--- src/rtl/rp_pio_pkg.sv ---
// Shared types and helpers for the root-port PIO completion monitor.
// Error bits follow the RP PIO SysError register layout.
package rp_pio_pkg;

    typedef enum logic [1:0] {
        PIO_CFG = 2'b00,
        PIO_IO  = 2'b01,
        PIO_MEM = 2'b10
    } pio_type_e;

    typedef enum logic [1:0] {
        ERR_UR  = 2'd0,
        ERR_CA  = 2'd1,
        ERR_CTO = 2'd2
    } pio_err_e;

    localparam logic [1:0] PIO_RSVD = 2'b11;

    localparam logic [2:0] CPL_SC  = 3'b000;
    localparam logic [2:0] CPL_UR  = 3'b001;
    localparam logic [2:0] CPL_CRS = 3'b010;
    localparam logic [2:0] CPL_CA  = 3'b100;

    localparam int unsigned BASE_CFG = 0;
    localparam int unsigned BASE_IO  = 8;
    localparam int unsigned BASE_MEM = 16;

    localparam int unsigned OFS_UR  = 0;
    localparam int unsigned OFS_CA  = 1;
    localparam int unsigned OFS_CTO = 2;

    // One-hot SysError bit for a request type / error kind pair.
    function automatic logic [31:0] err_bit(input pio_type_e t, input pio_err_e e);
        int unsigned base;
        int unsigned ofs;
        case (t)
            PIO_IO:  base = BASE_IO;
            PIO_MEM: base = BASE_MEM;
            default: base = BASE_CFG;
        endcase
        case (e)
            ERR_CA:  ofs = OFS_CA;
            ERR_CTO: ofs = OFS_CTO;
            default: ofs = OFS_UR;
        endcase
        return 32'(1) << (base + ofs);
    endfunction

endpackage

--- src/rtl/rp_pio_tag_entry.sv ---
// One outstanding-request slot: valid flag, request type and age counter.
// Frees itself on its own timeout; the top frees it on a matching completion.
module rp_pio_tag_entry #(
    parameter int unsigned TIMEOUT_CYCLES = 50000,
    parameter int unsigned TMR_W          = 16
) (
    input  logic       clk,
    input  logic       rst_n,
    input  logic       alloc,
    input  logic [1:0] alloc_type,
    input  logic       cpl_hit,
    output logic       free,
    output logic [1:0] ptype,
    output logic       timeout_hit
);

    localparam logic [TMR_W-1:0] AGE_LAST = TMR_W'(TIMEOUT_CYCLES - 1);

    logic             valid;
    logic [TMR_W-1:0] age;

    // alloc only fires on a free slot and cpl_hit/timeout only on a valid one
    always_ff @(posedge clk or negedge rst_n) begin
        if (!rst_n) begin
            valid <= 1'b0;
            ptype <= 2'b00;
            age   <= '0;
        end else if (alloc) begin
            valid <= 1'b1;
            ptype <= alloc_type;
            age   <= '0;
        end else if (cpl_hit || timeout_hit) begin
            valid <= 1'b0;
            age   <= '0;
        end else if (valid) begin
            age <= age + TMR_W'(1);
        end
    end

    assign free        = ~valid;
    assign timeout_hit = valid & (age == AGE_LAST);

endmodule

--- src/rtl/rp_pio_cpl_monitor.sv ---
// Tracks outstanding PIO requests per tag and turns UR/CA/CTO events into
// a single-cycle SysError set pulse.
module rp_pio_cpl_monitor
    import rp_pio_pkg::*;
#(
    parameter int unsigned NUM_TAGS       = 8,
    parameter int unsigned TAG_W          = $clog2(NUM_TAGS),
    parameter int unsigned TIMEOUT_CYCLES = 50000,
    parameter int unsigned TMR_W          = 16
) (
    input  logic             clk,
    input  logic             rst_n,
    input  logic             req_valid,
    input  logic [TAG_W-1:0] req_tag,
    input  logic [1:0]       req_type,
    output logic             req_ready,
    input  logic             cpl_valid,
    input  logic [TAG_W-1:0] cpl_tag,
    input  logic [2:0]       cpl_status,
    output logic             err_valid,
    output logic [31:0]      err_data,
    output logic             unexp_cpl,
    output logic [TAG_W:0]   outstanding
);

    localparam int unsigned CNT_W = TAG_W + 1;

    logic [NUM_TAGS-1:0] free;
    logic [NUM_TAGS-1:0] timeout_hit;
    logic [NUM_TAGS-1:0] alloc;
    logic [NUM_TAGS-1:0] cpl_hit;
    logic [1:0]          ptype [NUM_TAGS];
    logic                req_accept;
    logic [31:0]         err_next;
    logic                unexp_next;
    logic [CNT_W-1:0]    cnt_next;

    assign req_ready  = free[req_tag];
    assign req_accept = req_valid & req_ready & (req_type != PIO_RSVD);

    for (genvar g = 0; g < NUM_TAGS; g++) begin : g_tag
        assign alloc[g]   = req_accept & (req_tag == TAG_W'(g));
        assign cpl_hit[g] = cpl_valid & (cpl_tag == TAG_W'(g)) & ~free[g];

        rp_pio_tag_entry #(
            .TIMEOUT_CYCLES (TIMEOUT_CYCLES),
            .TMR_W          (TMR_W)
        ) u_entry (
            .clk         (clk),
            .rst_n       (rst_n),
            .alloc       (alloc[g]),
            .alloc_type  (req_type),
            .cpl_hit     (cpl_hit[g]),
            .free        (free[g]),
            .ptype       (ptype[g]),
            .timeout_hit (timeout_hit[g])
        );
    end

    // Merge the completion status error and every timeout into one word
    always_comb begin
        err_next   = '0;
        unexp_next = cpl_valid & free[cpl_tag];
        if (cpl_valid && !free[cpl_tag]) begin
            case (cpl_status)
                CPL_SC, CPL_CRS: ;
                CPL_CA:  err_next = err_next | err_bit(pio_type_e'(ptype[cpl_tag]), ERR_CA);
                default: err_next = err_next | err_bit(pio_type_e'(ptype[cpl_tag]), ERR_UR);
            endcase
        end
        for (int unsigned i = 0; i < NUM_TAGS; i++) begin
            if (timeout_hit[i] && !cpl_hit[i]) begin
                err_next = err_next | err_bit(pio_type_e'(ptype[i]), ERR_CTO);
            end
        end
    end

    // Population count of entries that will be valid after this edge
    always_comb begin
        cnt_next = '0;
        for (int unsigned i = 0; i < NUM_TAGS; i++) begin
            if ((~free[i] & ~cpl_hit[i] & ~timeout_hit[i]) | alloc[i]) begin
                cnt_next = cnt_next + CNT_W'(1);
            end
        end
    end

    always_ff @(posedge clk or negedge rst_n) begin
        if (!rst_n) begin
            err_valid   <= 1'b0;
            err_data    <= '0;
            unexp_cpl   <= 1'b0;
            outstanding <= '0;
        end else begin
            err_valid   <= |err_next;
            err_data    <= err_next;
            unexp_cpl   <= unexp_next;
            outstanding <= cnt_next;
        end
    end

endmodule

--- config.mk ---
export PLATFORM = sky130hd
export DESIGN_NAME = rp_pio_cpl_monitor
export DESIGN_NICKNAME = d
export VERILOG_FILES = /design/src/rtl/rp_pio_pkg.sv /design/src/rtl/rp_pio_tag_entry.sv /design/src/rtl/rp_pio_cpl_monitor.sv
export SDC_FILE = /design/constraint.sdc
export NUM_CORES = 1
export LEC_CHECK = 0
export BUFFER_PORTS_ARGS = -buffer_cell sky130_fd_sc_hd__buf_2
export CELL_PAD_IN_SITES_DETAIL_PLACEMENT = 1
export CELL_PAD_IN_SITES_GLOBAL_PLACEMENT = 2
export CORE_MARGIN = 4
export CORE_UTILIZATION = 44
export CTS_CLUSTER_SIZE = 25
export DETAILED_ROUTE_END_ITERATION = 16
export GPL_ROUTABILITY_DRIVEN = 0
export PLACE_DENSITY_LB_ADDON = 0.3
export SYNTH_ARGS = -nofsm -noshare
export SYNTH_HDL_FRONTEND = slang
export SYNTH_HIERARCHICAL = 1
export SYNTH_SLANG_ARGS = --single-unit
--- constraint.sdc ---
create_clock -name clk -period 13.4 [get_ports clk]
set_input_delay 0.67 -clock clk [delete_from_list [all_inputs] [get_ports clk]]
set_output_delay 0.67 -clock clk [all_outputs]
set_load 0.01 [all_outputs]
---- Yosys cells after proc, flatten, opt, wreduce, memory -nomap -nowiden ----
Cells that the tools add are included.
operators by class
  divide/modulo/power cells ............... 0
  $lt $le $gt $ge ......................... 3
  reductions and logical operators ........ 48
  eq/ne operators ......................... 43
  bitwise gates (word level) .............. 92
  add/sub/neg operators ................... 25
  shift operators ......................... 10
  multiplexer cells ....................... 98
  multiply operators ...................... 0
operators by type and width
  cell                                                                 number
  32-bit two-way mux                                                   33
  16-bit two-way mux                                                   24
  32-bit adder                                                         10
  1-bit by 32-bit left shift with 32-bit output, first input constant  10
  32-bit OR                                                            8
  16-bit by 1-bit adder with 16-bit output, second input constant      8
  16-bit == test, second input constant                                8
  5-bit case mux with 2 select lines                                   9
  32-bit case mux with 2 select lines                                  1
  1-bit AND                                                            51
  32-bit OR reduction                                                  1
  4-bit by 1-bit adder with 4-bit output, second input constant        7
  4-bit two-way mux                                                    7
  3-bit == test, second input constant                                 9
  1-bit inverter                                                       24
  3-bit nonzero test                                                   8
  1-bit two-way mux                                                    19
  2-bit by 1-bit == test with 1-bit output, second input constant      9
  2-bit == test, second input constant                                 9
  2-bit nonzero test                                                   8
  3-bit by 2-bit == test with 1-bit output, second input constant      5
  1-bit logical AND                                                    9
  1-bit zero test                                                      9
  3-bit zero test                                                      3
  12 further kinds                                                     30
storage, ports and cells
  memories ................................ 0
  input port bits ......................... 15
  ROM bits ................................ 0
  bits in registers ....................... 190
  memory bits (writable) .................. 0
  output and inout port bits .............. 39
  bits in latches ......................... 0

---- Depth between registers and ports, before layout ----
Gate-level depths: netlist (run 1).
  depth in word-level cells ............... 29
  depth in mapped cells ................... 26
  gate-level depth less buffers ........... 25

---- Cells and area by module ----
The synthesis (run 1) kept the hierarchy.
modules (own cells, without submodules)
  module                                   instances  sequential area each (µm²)  area an instance (µm²)  cells each
  rp_pio_tag_entry (g_tag[0].u_entry ...)  7          475.5                       959.7                   93
  rp_pio_cpl_monitor                       1          450.4                       2354.8                  264
  rp_pio_tag_entry (g_tag[7].u_entry)      1          475.5                       991.0                   96

---- Worst setup path before layout (run 1) ----
Ideal clock, no wire load.
  kind .................................... input to register
  start point ............................. in req_tag[1]
  end point ............................... reg outstanding[1]
  stages .................................. 22
  slack ................................... 8.751 ns
  library setup time ...................... 0.125 ns
  buffers on the path ..................... 1
  arrival ................................. 4.524 ns
  cells stage by stage .................... buf_4 -> mux2i_1 -> a31oi_1 -> o21ai_0 -> nor2_1 -> nor2_1 -> ha_1 -> xor2_1 -> ha_1 -> nand2_1 -> o21ai_0 -> ha_1 -> a21boi_0 -> o31ai_1 -> ha_1 -> nand2_1 -> nand2_1 -> ha_1 -> nor2_1 -> a31oi_1 -> ha_1 -> mux2_2
on the way
  cells in the longest elaborated chain, start to end .. 21
ends and longest elaborated chain
  element                                    line                      RTL
  start, declared                            rp_pio_cpl_monitor.sv:14  input logic [TAG_W-1:0] req_tag,
  1-bit binary-select mux with 3-bit select  rp_pio_cpl_monitor.sv:38  assign req_ready = free[req_tag];
  1-bit two-way mux (implied by the code)    rp_pio_cpl_monitor.sv:38
  1-bit AND (2 in series)                    rp_pio_cpl_monitor.sv:39  assign req_accept = req_valid & req_ready & (req_type != PIO_RSVD);
  1-bit AND (*)                              rp_pio_cpl_monitor.sv:42  assign alloc[g] = req_accept & (req_tag == TAG_W'(g));
  named net alloc[0]                         rp_pio_cpl_monitor.sv:30  logic [NUM_TAGS-1:0] alloc;
  1-bit OR (*)                               rp_pio_cpl_monitor.sv:82  if ((~free[i] & ~cpl_hit[i] & ~timeout_hit[i]) | alloc[i]) begin
  1-bit two-way mux (*)                      rp_pio_cpl_monitor.sv:82
  4-bit by 1-bit adder with 4-bit output     rp_pio_cpl_monitor.sv:83  cnt_next = cnt_next + CNT_W'(1);
  [... 6 more ...]                           n/a
  4-bit two-way mux (*)                      rp_pio_cpl_monitor.sv:82
  4-bit by 1-bit adder with 4-bit output     rp_pio_cpl_monitor.sv:83
  4-bit two-way mux (*)                      rp_pio_cpl_monitor.sv:82
  4-bit by 1-bit adder with 4-bit output     rp_pio_cpl_monitor.sv:83
  4-bit two-way mux (*)                      rp_pio_cpl_monitor.sv:82
  4-bit by 1-bit adder with 4-bit output     rp_pio_cpl_monitor.sv:83
  4-bit two-way mux (*)                      rp_pio_cpl_monitor.sv:82
  named net cnt_next[1]                      rp_pio_cpl_monitor.sv:36  logic [CNT_W-1:0] cnt_next;
  end signal, assigned                       rp_pio_cpl_monitor.sv:98  outstanding <= cnt_next;
  end, declared                              rp_pio_cpl_monitor.sv:23  output logic [TAG_W:0] outstanding
Mark *: on every way through the listed nets, which the timed path passes. The rest lies on a longest branch. The select of a mux whose other input is x is not followed.
A chain may end at the register's enable or synchronous reset.

---- Worst setup path after layout (run 1) ----
  start point ............................. reg g_tag[2].u_entry.valid
  end point ............................... reg outstanding[1]
on the way
  cells in the longest elaborated chain, start to end .. 22
ends and longest elaborated chain
  element                                        line                      RTL
  start, declared                                rp_pio_tag_entry.sv:19    logic valid;
  start signal, assigned                         rp_pio_tag_entry.sv:25    valid <= 1'b0;
  start signal, assigned                         rp_pio_tag_entry.sv:29    valid <= 1'b1;
  start signal, assigned                         rp_pio_tag_entry.sv:33    valid <= 1'b0;
  1-bit inverter (*)                             rp_pio_tag_entry.sv:40    assign free = ~valid;
  named net free[2]                              rp_pio_cpl_monitor.sv:28  logic [NUM_TAGS-1:0] free;
  1-bit binary-select mux with 3-bit select (*)  rp_pio_cpl_monitor.sv:38
  1-bit two-way mux (implied by the code) (*)    rp_pio_cpl_monitor.sv:38
  1-bit AND (*) (2 in series)                    rp_pio_cpl_monitor.sv:39
  1-bit AND (*)                                  rp_pio_cpl_monitor.sv:42
  named net alloc[0]                             rp_pio_cpl_monitor.sv:30
  1-bit OR (*)                                   rp_pio_cpl_monitor.sv:82
  [... 8 more ...]                               n/a
  4-bit two-way mux (*)                          rp_pio_cpl_monitor.sv:82
  4-bit by 1-bit adder with 4-bit output         rp_pio_cpl_monitor.sv:83
  4-bit two-way mux (*)                          rp_pio_cpl_monitor.sv:82
  4-bit by 1-bit adder with 4-bit output         rp_pio_cpl_monitor.sv:83
  4-bit two-way mux (*)                          rp_pio_cpl_monitor.sv:82
  4-bit by 1-bit adder with 4-bit output         rp_pio_cpl_monitor.sv:83
  4-bit two-way mux (*)                          rp_pio_cpl_monitor.sv:82
  named net cnt_next[1]                          rp_pio_cpl_monitor.sv:36
Marks and branches as above.

==> key figures, run 1 <==
Global routing
  – Global-route wire length before repair: 38900 um
  – Initial antenna violation count: 1
  – Vias in the first global route: 7622
  – Largest net degree at the start of global routing: 107
  – Total GRT Usage: 18.5%
  – Sum of overflow across all layers after global routing: 0

Final layout
  – Util after Layout: 48.4%
  – Ant. Diodes: 0
  – Most common library cell in the layout ignoring fill and taps: sky130_fd_sc_hd__dfrtp_1
  – Most frequent cells in the layout: sky130_fd_sc_hd__dfrtp_1, sky130_fd_sc_hd__nor2_1, sky130_fd_sc_hd__xnor2_1, sky130_fd_sc_hd__inv_1, sky130_fd_sc_hd__nand2_1
  – Final #Nets: 1088
  – Layout Area Growth over Synthesis: 8.53%
  – Number of standard cells in the layout, taps in and fillers out: 1332
  – Post-layout instance area: 0.0109 mm2
  – Ratio of cells with drive above 1 in the final layout: 11.3%

Clocking
  – CTS Hold Bufs: 0
  – TritonCTS clock tree: done
  – TritonCTS sink count: 170
  – Cell at the root of the clock tree: sky130_fd_sc_hd__clkbuf_16
  – Number of buffers created by CTS: 17
  – Clock transition at the register clock pins on the worst setup and hold paths after CTS: 70 ps
  – Total number of H-tree levels: 4
  – Worst-skew pair later-pin latency: 430 ps
  – Number of gates resized after CTS: 0
  – Number of buffers between clock root and the deepest sink: 2
  – Post-CTS repair timing setup buffer count: 0

Critical path
  – Endpoint arrival time on the critical path: 5560 ps
  – CP Launch Point: g_tag[2].u_entry/valid
  – FF-to-FF End: outstanding[1]
  – Critical-path maximum fanout: 7
  – Worst reg2reg path depth: 24
  – Setup slack on the worst flop-to-flop path: 8160 ps
  – Required time worst endpoint: 13720 ps
  – CP Capture Type: flip-flop
  – Setup CP Type: flip-flop to flip-flop
  – Reg2Reg Launch Point: g_tag[2].u_entry/valid
  – Kind of start point of the critical path: flip-flop

Run status
  – Result of the run: complete, no violations

Timing
  – RSZ-0062 raised after global routing: no
  – Clock skew after layout: 12.0 ps
  – Slew of the pin with the lowest slew margin: 973 ps
  – Number of hold violations in the final report: 0
  – Shortest period the worst path allows: 5240 ps
  – Slew Viols, Final: 0
  – Setup tns final: 0 ps
  – Final worst hold slack: 368 ps
  – Max Freq: 0.191 GHz
  – Worst slew margin relative to its limit: 35.2%
  – Final setup violating endpoints: 0
  – Final critical-path setup slack: 8160 ps
  – Part of the cycle the worst path needs: 39.1%

Die
  – Effective utilization at floorplan: 44.6%
  – Std-Cell Rows: 55
  – Die Height: 159 um
  – Top-Level Pins: 54
  – Width of the chip: 159 um
  – Die Footprint: 0.0254 mm2
  – Core area: 0.0226 mm2

Power
  – Pwr per Cell Area: 192 mW/mm2
  – Power, Total: 2.10 mW
  – Worst vdd rail ir drop: 0.0799 mV
  – P_leak: 4.68 nW

Drt
  – Detailed router's first-iteration violation count: 433
  – Remaining DRCs: 0
  – Post-route ant nets: 0
  – DR vias/cell: 5.41
  – Total Routed Length: 22500 um
  – Wirelength per Cell: 16.9 um
  – Overall via count from detail_route: 7204
  – Number of detailed-route iterations in the first pass: 4

Placement
  – Area of placed instances: 0.0103 mm2
  – Total instance count after detailed placement: 1300
  – Port Buffers: 33
  – Pre-CTS setup slack: 7980 ps
  – Detailed-placement wirelength estimate: 15900 um

Flow run
  – Number of maximum-capacitance violations: 0

Synth
  – Number of storage elements in the synthesis netlist: 170
  – Share of the yosys chip area belonging to registers: 42.3%
  – Cell type contributing the most total cell area after synthesis: sky130_fd_sc_hd__dfrtp_1
  – Leading cell types by total area after synthesis: sky130_fd_sc_hd__dfrtp_1, sky130_fd_sc_hd__xnor2_1, sky130_fd_sc_hd__nor2_1, sky130_fd_sc_hd__ha_1, sky130_fd_sc_hd__nand4_1
  – Main flop type after synthesis: sky130_fd_sc_hd__dfrtp_1
  – Avg Inst Size Synth: 9.95 um2
  – Proportion of netlist area held by the largest area contributor: 42.3%
  – Fraction of registers with async set/reset: 100%
  – Netlist cell types: 66
  – Synthesized cell area: 0.0101 mm2
  – Number of synthesized flops with an enable pin: 0
  – Post-Synthesis Cells: 1011
  – Yosys Warn Count: 6

Hold path
  – Class of the tightest hold or removal check: input port to asynchronous set/reset pin
[logic make-up (layout without fill, tap and decap cells)]
group	Yosys count	in the layout	synth area share, %
other cells	1	22	0.0373
mux	38	38	4.74
fa+ha+maj	39	39	4.85
flops	170	170	42.3
compound gates	61	61	4.74
xor+xnor	127	127	11.6
buf+inv	109	124	6.08
simple gates	466	466	25.6
[worst max-delay path, stage by stage (launching register included)]
cell and delay [ps]:
sky130_fd_sc_hd__dfrtp_1 470, sky130_fd_sc_hd__inv_1 190, sky130_fd_sc_hd__mux2i_1 190, sky130_fd_sc_hd__a2bb2oi_1 100, sky130_fd_sc_hd__o21ai_0 330, sky130_fd_sc_hd__nor2_1 190
sky130_fd_sc_hd__nor2_1 210, sky130_fd_sc_hd__inv_1 70, sky130_fd_sc_hd__ha_1 230, sky130_fd_sc_hd__mux2i_1 290, sky130_fd_sc_hd__inv_1 90, sky130_fd_sc_hd__ha_1 300
sky130_fd_sc_hd__nand2_1 90, sky130_fd_sc_hd__o21ai_0 100, sky130_fd_sc_hd__ha_1 280, sky130_fd_sc_hd__a21boi_0 220, sky130_fd_sc_hd__o31ai_1 200, sky130_fd_sc_hd__ha_1 320
sky130_fd_sc_hd__nand2_1 90, sky130_fd_sc_hd__nand2_1 60, sky130_fd_sc_hd__ha_1 260, sky130_fd_sc_hd__nor2_1 40, sky130_fd_sc_hd__a31oi_1 270, sky130_fd_sc_hd__ha_1 290
sky130_fd_sc_hd__mux2_2 260
[worst max path at each step]
stage / to / slack, ps
2_1_floorplan: outstanding[1] / 8750
3_3_place_gp: outstanding[1] / 8290
3_5_place_dp: outstanding[1] / 7980
4_1_cts: outstanding[1] / 8130
5_1_grt: outstanding[1] / 7820
6_report: outstanding[1] / 8160
[synth_stat cells, drive strengths merged (3+ instances only)]
| cell type | n |
|---|---|
| or4b | 8 |
| inv | 58 |
| nand4 | 41 |
| or2 | 3 |
| nand3 | 45 |
| and3 | 3 |
| o41ai | 7 |
| or4bb | 14 |
| mux2i | 15 |
| nor3b | 3 |
| nand3b | 4 |
| a21boi | 3 |
| a21o | 3 |
| mux4 | 6 |
| a31oi | 6 |
| xnor2 | 105 |
| mux2 | 17 |
| nor3 | 43 |
| a22oi | 8 |
| nand2 | 53 |
| buf | 50 |
| nor2 | 161 |
| or3 | 15 |
| xor2 | 21 |
| or3b | 7 |
| nor4 | 41 |
| ha | 39 |
| dfrtp | 170 |
| nor2b | 15 |
| o21bai | 7 |
| a21oi | 10 |
[layout make-up]
type	count	area, um2
inverter	58	218
multi-input combinational	753	5280
clock inverter	10	164
tap	285	357
timing repair buffer	34	179
sequential	170	4250
clock buffer	22	474
fill	2527	11600
[per-layer routing]
metal,track usage (%),vias to the layer above,routed length (um)
met5,0,-,12
met4,3.55,2,165
met3,3.57,16,586
met2,32.4,63,11400
met1,24.0,3605,10300
li1,-,3518,-
[sequential cells by signal, summed over array words and instances, names as in the netlist]
register and flops:
err_data 12, err_valid 1, g_tag.u_entry/age 128, g_tag.u_entry/ptype 16, g_tag.u_entry/valid 8, outstanding 4, unexp_cpl 1
[power breakdown]
group | switching (mW) | leakage (nW) | internal [mW] | total, mW
combinational | 0.388 | 2.14 | 0.346 | 0.733
sequential | 0.175 | 2.23 | 0.655 | 0.830
clock | 0.208 | 0.311 | 0.328 | 0.536
total | 0.771 | 4.68 | 1.33 | 2.10
No activity file was read; power rests on OpenSTA's default activity.
==> inputs of run 2 (changes only) <==
--- a/config.mk
+++ b/config.mk
@@ -9,7 +9,7 @@
 export CELL_PAD_IN_SITES_DETAIL_PLACEMENT = 1
 export CELL_PAD_IN_SITES_GLOBAL_PLACEMENT = 2
 export CORE_MARGIN = 4
-export CORE_UTILIZATION = 44
+export CORE_UTILIZATION = 40
 export CTS_CLUSTER_SIZE = 25
 export DETAILED_ROUTE_END_ITERATION = 16
 export GPL_ROUTABILITY_DRIVEN = 0
==> constraint.sdc (replaced) <==
create_clock -name clk -period 5.4 [get_ports clk]
set_input_delay 0.27 -clock clk [delete_from_list [all_inputs] [get_ports clk]]
set_output_delay 0.27 -clock clk [all_outputs]
set_load 0.01 [all_outputs]
==> run 2 against run 1 <==
  * Wire length is 0.63% higher
  * Fmax grew 7.9%
  * Highest routed layer unchanged
  * Hold slack got worse by 260 ps
  * Largest power group unchanged
==> key figures, run 2 (synthesis gave the netlist of run 1 again) <==
Global routing
  – Sum of overflow across all layers after global routing: 0 (unchanged)
  – Total GRT Usage: 16.8% (-1.7 points)
  – Initial antenna violation count: 3 (+2)
  – Vias in the first global route: 7508 (-1.5%)
  – Global-route wire length before repair: 38900 um (about the same)
  – Largest net degree at the start of global routing: 98 (-8.4%)

Clocking
  – Number of buffers created by CTS: 17 (unchanged)
  – Number of buffers between clock root and the deepest sink: 2 (unchanged)
  – TritonCTS sink count: 170 (unchanged)
  – Total number of H-tree levels: 4 (unchanged)
  – Worst-skew pair later-pin latency: 440 ps (about the same)
  – Clock transition at the register clock pins on the worst setup and hold paths after CTS: 70 ps (about the same)
  – Cell at the root of the clock tree: sky130_fd_sc_hd__clkbuf_16
  – TritonCTS clock tree: done

Critical path
  – FF-to-FF End: outstanding[1]
  – Kind of start point of the critical path: flip-flop
  – Reg2Reg Launch Point: g_tag[0].u_entry/age[5]
  – Setup slack on the worst flop-to-flop path: 540 ps (-7610 ps)
  – Required time worst endpoint: 5720 ps (-8000 ps)
  – Endpoint arrival time on the critical path: 5170 ps (-390 ps)
  – CP Capture Type: flip-flop
  – CP Launch Point: g_tag[0].u_entry/age[5]
  – Critical-path maximum fanout: 5 (-2)
  – Last element of the critical path: outstanding[1]
  – Worst reg2reg path depth: 22 (-8.3%)
  – Setup CP Type: flip-flop to flip-flop

Final layout
  – Fill count: 2787 (+10%)
  – Ratio of cells with drive above 1 in the final layout: 12.4% (+1.2 points)
  – Layout Area Growth over Synthesis: 9.56%
  – Most frequent cells in the layout: sky130_fd_sc_hd__dfrtp_1, sky130_fd_sc_hd__nor2_1, sky130_fd_sc_hd__xnor2_1, sky130_fd_sc_hd__inv_1, sky130_fd_sc_hd__nand2_1
  – Register with the highest flop count: g_tag.u_entry/age
  – Final #Nets: 1095 (+0.64%)
  – Biggest registers after layout: g_tag.u_entry/age x128, g_tag.u_entry/ptype x16, err_data x12
  – Most common library cell in the layout ignoring fill and taps: sky130_fd_sc_hd__dfrtp_1
  – Max FFs per register: 128 (unchanged)
  – Register Area: 0.00426 mm2 (about the same)
  – Footprint of the multi-input gates: 0.00530 mm2 (+0.36%)

Power
  – Worst vdd rail ir drop: 0.181 mV (+130%)
  – Relative contribution of combinational cells to total power: 35.7% (+0.8 points)
  – Net switching power of the design: 1.95 mW (+150%)
  – P_leak: 4.70 nW (+0.39%)
  – Clk pwr share: 24.3% (-1.2 points)
  – Internal Dissipation: 3.21 mW (+140%)
  – Sw frac: 37.8% (+1.1 points)
  – Pwr per Cell Area: 468 mW/mm2 (+140%)
  – Seq pwr share: 40.0% (+0.4 points)

Drt
  – Number of detailed-route iterations in the first pass: 4 (unchanged)
  – Post-route ant nets: 0 (unchanged)
  – Wirelength per Cell: 16.4 um (-2.9%)
  – Remaining DRCs: 0 (unchanged)
  – Overall via count from detail_route: 7262 (+0.81%)
  – Detailed router's first-iteration violation count: 409 (-5.5%)
  – DR vias/cell: 5.26 (-2.7%)
  – Total Routed Length: 22600 um (+0.63%)

Hold path
  – Class of the tightest hold or removal check: input port to flip-flop
  – Worst min-delay path startpoint: cpl_status[0]

Placement
  – Port Buffers: 33 (unchanged)
  – Detailed-placement wirelength estimate: 16000 um (+0.32%)

Die
  – Die Footprint: 0.0278 mm2 (+9.5%)
  – Core area: 0.0245 mm2 (+8.7%)
  – Effective utilization at floorplan: 41.0% (-3.6 points)
  – Std-Cell Rows: 57 (+3.6%)
  – Top-Level Pins: 54 (unchanged)
  – Width of the chip: 167 um (+4.6%)
  – Die Height: 167 um (+4.6%)

Timing
  – Max Freq: 0.206 GHz (+7.9%)
  – Shortest period the worst path allows: 4860 ps (-386 ps)
  – Slew of the pin with the lowest slew margin: 772 ps (-201 ps)
  – Final worst hold slack: 106 ps (-262 ps)
  – Worst slew margin relative to its limit: 48.2% (+13 points)
  – Setup tns final: 0 ps (unchanged)
  – RSZ-0062 raised after global routing: no
  – Slew Viols, Final: 0 (unchanged)
  – Final setup violating endpoints: 0 (unchanged)
  – Number of hold violations in the final report: 0 (unchanged)
  – Part of the cycle the worst path needs: 89.9% (+51 points)
  – Clock skew after layout: 14.3 ps (+2.32 ps)

Flow run
  – Number of maximum-capacitance violations: 0 (unchanged)

Run status
  – Result of the run: complete, no violations
## run 2: routing by layer
metal	up-vias	wire length [um]	global-route usage, %
li1	3534	-	-
met1	3644	11000	23.4
met2	61	10700	27.2
met3	21	590	2.96
met4	2	320	4.48
met5	-	20	0
## run 2: stage by stage
stage / std cells / setup WS (ps) / util [%] / area, um2 / power [mW]
after CTS: 1376 / 323 / 44.8 / 11000 / 5.23
after global routing: 1380 / 29.9 / 44.9 / 11000 / 5.63
final: 1380 / 544 / 44.9 / 11000 / 5.16
after detailed placement: 1343 / 437 / 42.3 / 10400 / 3.93
after floorplan: 1032 / 937 / - / 10100 / 3.48
after global placement: 1343 / 569 / 42.3 / 10400 / 3.84
## run 2: how the worst min path moves through the flow
stage,end,cells past startpoint
floorplan,err_data[0],0
global placement,g_tag[2].u_entry/age[10],1
detailed placement,g_tag[2].u_entry/age[10],1
CTS,err_data[8],3
global route,err_data[8],3
finish,err_data[8],3
## run 2: area by class of cell
type	count	area share, %
inverter	58	1.97
timing repair buffer	41	2.24
tap	324	3.68
multi-input combinational	753	48.0
clock buffer	18	3.98
antenna	2	0.0454
sequential	170	38.6
clock inverter	14	1.46
## run 2: worst max-delay path, stage by stage (launching register included)
cell and delay, ps:
sky130_fd_sc_hd__dfrtp_1 430, sky130_fd_sc_hd__or4b_4 540, sky130_fd_sc_hd__nor4_4 330, sky130_fd_sc_hd__a211oi_1 80
sky130_fd_sc_hd__nor2_1 180, sky130_fd_sc_hd__inv_1 70, sky130_fd_sc_hd__ha_1 250, sky130_fd_sc_hd__mux2i_2 230
sky130_fd_sc_hd__inv_1 70, sky130_fd_sc_hd__ha_1 290, sky130_fd_sc_hd__nand2_1 80, sky130_fd_sc_hd__o21ai_0 100
sky130_fd_sc_hd__ha_1 290, sky130_fd_sc_hd__a21boi_0 160, sky130_fd_sc_hd__o31ai_1 150, sky130_fd_sc_hd__ha_1 300
sky130_fd_sc_hd__nand2_1 110, sky130_fd_sc_hd__nand2_1 60, sky130_fd_sc_hd__ha_1 270, sky130_fd_sc_hd__nor2_1 50
sky130_fd_sc_hd__a31oi_2 200, sky130_fd_sc_hd__ha_1 260, sky130_fd_sc_hd__mux2_2 250
## run 2: what timing repair did
item / in CTS / in global routing
hold endpoints to repair: 73 / 0
buffers inserted: 0 / 2
hold buffers: 1 / 0
gates resized for setup: 0 / 5
endpoints found under the setup margin: 0 / 3
## run 2: power groups by stage
stage	clock network (mW)	registers, mW	logic (mW)
after detailed placement	0	2.08	1.84
after floorplan	0	1.93	1.55
after global routing	1.36	2.14	2.13
after CTS	1.30	2.07	1.86
after global placement	0	2.07	1.77
final	1.26	2.06	1.84
